File: config.mk
export PLATFORM = sky130hd
export DESIGN_NAME = uart_frame_tx
export DESIGN_NICKNAME = d
export VERILOG_FILES = /design/src/rtl/uart_frame_pkg.sv /design/src/rtl/byte_fifo.sv /design/src/rtl/uart_frame_tx.sv
export SDC_FILE = /design/constraint.sdc
export NUM_CORES = 2
export LEC_CHECK = 0
export CORE_MARGIN = 4
export CORE_UTILIZATION = 60
export CTS_CLUSTER_DIAMETER = 100
export DETAILED_ROUTE_END_ITERATION = 10
export GPL_ROUTABILITY_DRIVEN = 0
export PLACE_DENSITY = 0.76
export SLEW_MARGIN = 20
export SYNTH_ARGS = -nofsm -noshare
export SYNTH_HDL_FRONTEND = slang
export SYNTH_HIERARCHICAL = 1
export SYNTH_SLANG_ARGS = --single-unit
File: constraint.sdc
create_clock -name clk -period 4.6 [get_ports clk]
set_input_delay 1.38 -clock clk [delete_from_list [all_inputs] [get_ports clk]]
set_output_delay 1.38 -clock clk [all_outputs]
set_load 0.01 [all_outputs]
File: src/rtl/uart_frame_pkg.sv
// Shared definitions for the BL616 link frame transmitter: sync byte, frame
// type codes and the transmit FSM state encoding.
package uart_frame_pkg;

  localparam logic [7:0] SYNC            = 8'hAA;
  localparam logic [7:0] TYPE_MOUSE_HOST = 8'h06;
  localparam logic [7:0] TYPE_DEBUG      = 8'h07;
  localparam logic [7:0] TYPE_KBD        = 8'h0C;
  localparam logic [7:0] TYPE_MOUSE      = 8'h0E;

  typedef enum logic [2:0] {
    ST_IDLE,
    ST_AA,
    ST_LENH,
    ST_LENL,
    ST_TYPE,
    ST_DATA,
    ST_DONE
  } state_e;

endpackage

File: src/rtl/byte_fifo.sv
// First-word-fall-through byte FIFO with occupancy count and a registered full flag.
module byte_fifo #(
  parameter int DEPTH = 256,
  parameter int CW    = $clog2(DEPTH + 1)
) (
  input  logic          clk,
  input  logic          rst_n,
  input  logic          wr_en_i,
  input  logic [7:0]    wr_data_i,
  input  logic          rd_en_i,
  output logic [7:0]    rd_data_o,
  output logic [CW-1:0] count_o,
  output logic          full_o,
  output logic          empty_o
);

  localparam int AW = $clog2(DEPTH);

  logic [7:0]    mem_q [DEPTH];
  logic [AW-1:0] wr_ptr_q, rd_ptr_q;
  logic [CW-1:0] count_q, count_d;
  logic          full_q;
  logic          do_wr, do_rd;

  // Full is judged on the count at the start of the cycle, so a pop never frees room for a same-cycle write.
  assign do_wr = wr_en_i && !full_q;
  assign do_rd = rd_en_i && (count_q != '0);

  // NOTE: every variable assigned in always_comb gets a default first so no latch is inferred.
  always_comb begin
    count_d = count_q;
    case ({do_wr, do_rd})
      2'b10:   count_d = count_q + CW'(1);
      2'b01:   count_d = count_q - CW'(1);
      default: count_d = count_q;
    endcase
  end

  // NOTE: sequential state uses non-blocking assignments only, so every flop samples pre-edge values.
  always_ff @(posedge clk or negedge rst_n) begin
    if (!rst_n) begin
      wr_ptr_q <= '0;
      rd_ptr_q <= '0;
      count_q  <= '0;
      full_q   <= 1'b0;
    end else begin
      if (do_wr) wr_ptr_q <= wr_ptr_q + AW'(1);
      if (do_rd) rd_ptr_q <= rd_ptr_q + AW'(1);
      count_q <= count_d;
      full_q  <= (count_d == CW'(DEPTH));
    end
  end

  // NOTE: storage has no reset so it maps onto RAM; the pointers alone define validity.
  always_ff @(posedge clk) begin
    if (do_wr) mem_q[wr_ptr_q] <= wr_data_i;
  end

  assign rd_data_o = mem_q[rd_ptr_q];
  assign count_o   = count_q;
  assign full_o    = full_q;
  assign empty_o   = (count_q == '0);

endmodule

File: src/rtl/uart_frame_tx.sv
// Framed UART transmitter: batches bulk bytes into 0xAA/len/type/payload frames
// and interleaves single-byte priority messages between frames.
module uart_frame_tx
  import uart_frame_pkg::*;
#(
  parameter int          DEPTH        = 256,
  parameter int          MAX_PAYLOAD  = 64,
  parameter int          FLUSH_CYCLES = 20000,
  parameter logic [7:0]  BULK_TYPE    = 8'h07
) (
  input  logic       clk,
  input  logic       resetn,
  input  logic [7:0] in_data,
  input  logic       in_we,
  output logic       in_full,
  output logic       in_ovf,
  input  logic       msg_valid,
  input  logic [7:0] msg_type,
  input  logic [7:0] msg_data,
  output logic       msg_ready,
  output logic [7:0] tx_data,
  output logic       tx_start,
  input  logic       tx_busy,
  output logic       busy
);

  localparam int            CW      = $clog2(DEPTH + 1);
  localparam int            TW      = $clog2(FLUSH_CYCLES + 2);
  localparam logic [CW-1:0] MAXP    = CW'(MAX_PAYLOAD);
  localparam logic [TW-1:0] FLUSH_T = TW'(FLUSH_CYCLES);

  state_e        state_q;
  logic [7:0]    type_q, msg_byte_q, tx_data_q, tx_byte;
  logic [15:0]   len_q, cnt_q;
  logic          is_msg_q, tx_start_q, msg_ready_q, ovf_q;
  logic [TW-1:0] timer_q;

  logic [7:0]    fifo_rdata;
  logic [CW-1:0] fifo_count, n_bulk;
  logic          fifo_full, fifo_empty, fifo_pop, wr_ok, fire, flush_go;

  byte_fifo #(.DEPTH(DEPTH), .CW(CW)) u_fifo (
    .clk       (clk),
    .rst_n     (resetn),
    .wr_en_i   (in_we),
    .wr_data_i (in_data),
    .rd_en_i   (fifo_pop),
    .rd_data_o (fifo_rdata),
    .count_o   (fifo_count),
    .full_o    (fifo_full),
    .empty_o   (fifo_empty)
  );

  assign wr_ok    = in_we && !fifo_full;
  // A byte may only go out when the transmitter is free and no start pulse is still in flight.
  assign fire     = !tx_busy && !tx_start_q;
  assign flush_go = (fifo_count >= MAXP) || (!fifo_empty && (timer_q >= FLUSH_T));
  assign n_bulk   = (fifo_count >= MAXP) ? MAXP : fifo_count;
  assign fifo_pop = (state_q == ST_DATA) && fire && !is_msg_q;

  always_comb begin
    tx_byte = 8'h00;
    case (state_q)
      ST_AA:   tx_byte = SYNC;
      ST_LENH: tx_byte = len_q[15:8];
      ST_LENL: tx_byte = len_q[7:0];
      ST_TYPE: tx_byte = type_q;
      ST_DATA: tx_byte = is_msg_q ? msg_byte_q : fifo_rdata;
      default: tx_byte = 8'h00;
    endcase
  end

  always_ff @(posedge clk or negedge resetn) begin
    if (!resetn) begin
      timer_q <= '0;
      ovf_q   <= 1'b0;
    end else begin
      if (in_we && fifo_full) ovf_q <= 1'b1;
      if (wr_ok || fifo_empty)  timer_q <= '0;
      else if (timer_q != '1)   timer_q <= timer_q + TW'(1);
    end
  end

  always_ff @(posedge clk or negedge resetn) begin
    if (!resetn) begin
      state_q     <= ST_IDLE;
      type_q      <= 8'h00;
      msg_byte_q  <= 8'h00;
      len_q       <= 16'h0000;
      cnt_q       <= 16'h0000;
      is_msg_q    <= 1'b0;
      tx_data_q   <= 8'h00;
      tx_start_q  <= 1'b0;
      msg_ready_q <= 1'b0;
    end else begin
      tx_start_q  <= 1'b0;
      msg_ready_q <= 1'b0;
      case (state_q)
        ST_IDLE: begin
          if (msg_valid) begin
            type_q      <= msg_type;
            msg_byte_q  <= msg_data;
            is_msg_q    <= 1'b1;
            len_q       <= 16'd2;
            cnt_q       <= 16'd1;
            msg_ready_q <= 1'b1;
            state_q     <= ST_AA;
          end else if (flush_go) begin
            type_q   <= BULK_TYPE;
            is_msg_q <= 1'b0;
            len_q    <= 16'(n_bulk) + 16'd1;
            cnt_q    <= 16'(n_bulk);
            state_q  <= ST_AA;
          end
        end
        ST_AA, ST_LENH, ST_LENL, ST_TYPE: begin
          if (fire) begin
            tx_data_q  <= tx_byte;
            tx_start_q <= 1'b1;
            case (state_q)
              ST_AA:   state_q <= ST_LENH;
              ST_LENH: state_q <= ST_LENL;
              ST_LENL: state_q <= ST_TYPE;
              default: state_q <= ST_DATA;
            endcase
          end
        end
        ST_DATA: begin
          if (fire) begin
            tx_data_q  <= tx_byte;
            tx_start_q <= 1'b1;
            if (cnt_q == 16'd1) state_q <= ST_DONE;
            else                cnt_q   <= cnt_q - 16'd1;
          end
        end
        ST_DONE: begin
          if (fire) state_q <= ST_IDLE;
        end
        default: state_q <= ST_IDLE;
      endcase
    end
  end

  assign in_full   = fifo_full;
  assign in_ovf    = ovf_q;
  assign msg_ready = msg_ready_q;
  assign tx_data   = tx_data_q;
  assign tx_start  = tx_start_q;
  assign busy      = (state_q != ST_IDLE);

endmodule
==> results.txt <==
- Crit-path max FO: 18
- Clock root cell: clkbuf_16
* Post-cts sizing count: 0
- In this run the power density over the cells is 544.1 mW/mm2.
- Number of levels in the clock H-tree: 4
- Mean area per synthesized cell: 19.58 um2
* Sink count of the clock tree: 2,146
- TritonCTS clock tree: done
- Post-CTS Setup Inserts: 0
- Post-Route Skew: 0.02760 ns
- The design draws 0.05264 W.
* Global-route wire length before repair: 329,800 um
- WL/cell: 33.29 um
- Wires add up to 227,800 um.
* Final net count: 4,836
- Setup-violating endpoint count in the final report: 0
- Final-report hold violation count: 0
- Register area share after synthesis: 75.32%
- Among all flip-flop cells after synthesis, the most frequent one is edfxtp_1.
- After clock tree synthesis, the flow added hold-fix buffers numbering 0.
- Timing would allow up to 227.7 MHz.
- Cell with the largest stage delay on the worst path: o31ai_1
- In this run the vertical extent of the chip is 384.2 um.
* Count of input and output buffers: 41
- Tightest slew margin relative to the limit: 16.88%
- Dividing the detail-routed via count by the number of cells gives 6.881.
* Synth Net Count: 4,383
- The finished cells cover 0.09673 mm2.
- The routed layout has 47,090 vias.
- The run finished with clean final reports.
- Counting flops and latches in the post-synthesis netlist gives 2,146.
- Clock slew at reported path FFs: 0.07 ns
* Post-route setup slack: 0.2088 ns
- Unrepaired setup endpoints after global routing: false
- Starting DRC count in detailed routing: 7,163
- The final-report max-slew violation count came to 0.
- Total of fill cells in the finished design: 8,380
* Antenna violations before repair: 12
* DRC violation count after routing: 0
- FP Rows: 137
- Summed over all layers, the global routing overflow is 0.
- Summing all flip-flop and latch instances after layout gives 0.06397 mm2.
- Sorting the synthesized cells by area gives the leading types as edfxtp_1 72%, mux4_2 12%, dfrtp_1 2.9%, mux2i_1 2.3%, nor2_1 1.5%.
- Cells after synthesis: 4,336
- Total clock buffers created by CTS: 202
- Global routing consumed, over all layers together, 31.32% of the routing resources.
- In this run the standard cell core region covers 0.1400 mm2.
- After synthesis, the netlist uses 81 different library cells.
- The worst path uses 95.46% of the clock period.
- Relative to the synthesized area, the layout overhead comes to 13.94%.
- The tightest hold path in the finished design has a slack of 0.4573 ns.
- Detailed placement finished with a half-perimeter wire length of 141,600 um.
- Cells with a size suffix above 1 make up 25.06% of the layout.
- Data arrival time at the worst-slack endpoint: 5.08 ns
- Initial core utilization: 60.62%
- In this run the deepest clock path goes through 3 buffers.
- At the later pin of the worst-skew pair, clock insertion delay measures 0.84 ns.
- In this run the remaining antenna-violating nets after routing total 0.
- Area after DPL: 0.09021 mm2
- 42 I/O pins were placed.
- Grouping stages by cell kind, the critical path spends the most delay in compound AO/OA/AOI/OAI gates.
- The number of global-route vias before repair is 46,650.
- Worst IR Drop VDD: 444.9 uV
- Yosys mapped a number of flops with a built-in enable equal to 2,048.
- On the worst path, the slowest cell contributes a delay of 0.76 ns.
* Critical path launch point type: flip-flop
- The multi-input combinational cells in the finished layout cover a total of 0.01934 mm2.
* Die Area: 0.1476 mm2
- Before CTS, the worst setup slack after placement is -0.1966 ns.
- STA puts the critical path data required time at 5.29 ns.
* Async S/R FF share, synth: 4.567%
* Critical path endpoint category: flip-flop
- First-pass iteration count of the detailed router: 6
* YS warnings: 6
* Largest area contributor in the synthesized netlist: edfxtp_1
* Slew of the pin with the lowest slew margin: 1.244 ns
- Pin count of the biggest net entering global routing: 116
- Area share of the largest cell type after synthesis: 72.44%
- Min-Delay Path Class: in -> async
- The critical path goes through buf_12, buf_12, nand2b_1, o22ai_1, a211oi_1, a221oi_1, o31ai_1, mux2i_1, mux2i_1, a21oi_1, a311oi_1, o21ai_0.
- The cell area that synthesis handed to floorplanning was 0.08490 mm2.
- Type of the worst setup path: reg -> reg
- Counting I/O delays and the setup requirement, the final critical path takes 4.391 ns.
* Width of the chip: 384.2 um
- Number of buffer and inverter instances along the worst setup path: 2
- For this run, the share of the core covered by cells in the final layout is 69.07%.
* Number of max-cap violations: 0
- In this run the static leakage power is 31.65 nW.
[stage by stage]
step / instances / setup TNS [ns]
2_1_floorplan: 4336 / 0
3_3_place_gp: 6461 / -0.1144
3_5_place_dp: 6461 / -0.1966
4_1_cts: 6836 / 0
5_1_grt: 6836 / 0
6_report: 6844 / 0
[path summary, 6_finish.rpt]
kind / cells past startpoint / end / startpoint / slack [ns]
max: 12 / tx_data[1]$_DFFE_PN0P_ / u_fifo/rd_ptr_q[0]$_DFFE_PN0P_ / 0.21
min in group clk: 2 / len_q[5]$_DFFE_PN0P_ / len_q[5]$_DFFE_PN0P_ / 0.48
max reg2reg: 12 / tx_data[1]$_DFFE_PN0P_ / u_fifo/rd_ptr_q[0]$_DFFE_PN0P_ / 0.21
max in group asynchronous: 2 / type_q[2]$_DFFE_PN0P_ / resetn / 3.23
min: 1 / u_fifo/count_o[1]$_DFF_PN0_ / resetn / 0.46
min reg2reg: 2 / len_q[5]$_DFFE_PN0P_ / len_q[5]$_DFFE_PN0P_ / 0.48
[registers in the layout, indices dropped and copies added, names as in the netlist]
register	flops
cnt_q	16
in_ovf	1
is_msg_q	1
len_q	10
msg_byte_q	8
msg_ready	1
state_q	3
timer_q	15
tx_data	8
tx_start	1
type_q	8
u_fifo/count_o	9
u_fifo/full_o	1
u_fifo/mem_q	2048
u_fifo/rd_ptr_q	8
u_fifo/wr_ptr_q	8
[worst reg2reg max path: stages, from the launching register on]
cell,delay (ns)
dfrtp_4,0.55
buf_12,0.23
buf_12,0.23
nand2b_1,0.54
o22ai_1,0.14
a211oi_1,0.49
a221oi_1,0.27
o31ai_1,0.76
mux2i_1,0.39
mux2i_1,0.22
a21oi_1,0.08
a311oi_1,0.24
o21ai_0,0.10
[power by group]
| group | switching [W] | internal (W) | total, W |
|---|---|---|---|
| registers | 0.000495 | 0.0219 | 0.0224 |
| clock network | 0.00713 | 0.00930 | 0.0164 |
| logic | 0.00800 | 0.00586 | 0.0139 |
[kinds of logic after synthesis]
logic type	synth area share, %
fa+ha+maj	0.2741
mux	14.47
flops	75.32
simple gates	3.543
buf+inv	1.941
compound gates	4.104
xor+xnor	0.3404
[area by class of cell]
cell class                 count  area share, %
sequential                  2146          66.13
multi-input combinational   1898          20.00
clock buffer                 255          5.484
timing repair buffer         507          4.574
tap                         1876          2.426
clock inverter               120          1.237
inverter                      34         0.1358
antenna                        8        0.02070
[cells in the mapped netlist, drive strengths merged (17+ instances only)]
cell type,n
dfrtp,98
nor2,331
nor3,33
ha,17
mux2i,196
nor2b,20
buf,143
o211ai,18
inv,34
o31ai,17
edfxtp,2048
a21oi,107
o22ai,36
a22oi,75
a211oi,27
a221oi,44
o21ai,62
xnor2,19
mux4,453
a31oi,21
clkbuf,115
nand3,59
nand2,155
[cell usage in the layout (no fill, tap or decap), types with 9 or more instances in the layout]
master / Yosys / final
buf_12: 3 / 39
nor3_1: 33 / 32
clkinv_1: 0 / 45
nand3_1: 59 / 59
nor4_1: 11 / 11
clkbuf_8: 0 / 11
o22ai_1: 34 / 34
clkbuf_1: 113 / 49
nor2_1: 330 / 327
and2_1: 14 / 13
a22o_1: 15 / 15
bufinv_16: 0 / 20
ha_1: 17 / 17
nand2b_1: 10 / 10
o211ai_1: 18 / 18
clkinv_2: 0 / 35
mux2i_1: 196 / 196
o221ai_1: 11 / 11
mux4_1: 9 / 9
dfrtp_1: 98 / 93
nand4_1: 10 / 10
mux4_2: 444 / 444
a221oi_1: 44 / 44
a211oi_1: 26 / 26
clkbuf_16: 0 / 203
and3_1: 12 / 12
xor2_1: 14 / 14
nor2b_1: 20 / 16
nand2_1: 154 / 154
a21o_1: 10 / 10
a31oi_1: 21 / 21
edfxtp_1: 2048 / 2048
buf_4: 20 / 428
o31ai_1: 17 / 17
xnor2_1: 19 / 19
o21ai_0: 60 / 60
a22oi_1: 75 / 75
a21oi_1: 107 / 107
inv_1: 33 / 32
clkdlybuf4s50_1: 0 / 32
[layer usage]
layer  wire length [um]  global-route usage, %
met4              13500                  15.67
met3              29670                  7.952
met5                 53                      0
met1              78930                  42.89
met2             105600                  47.62
No activity file was read; power rests on OpenSTA's default activity.
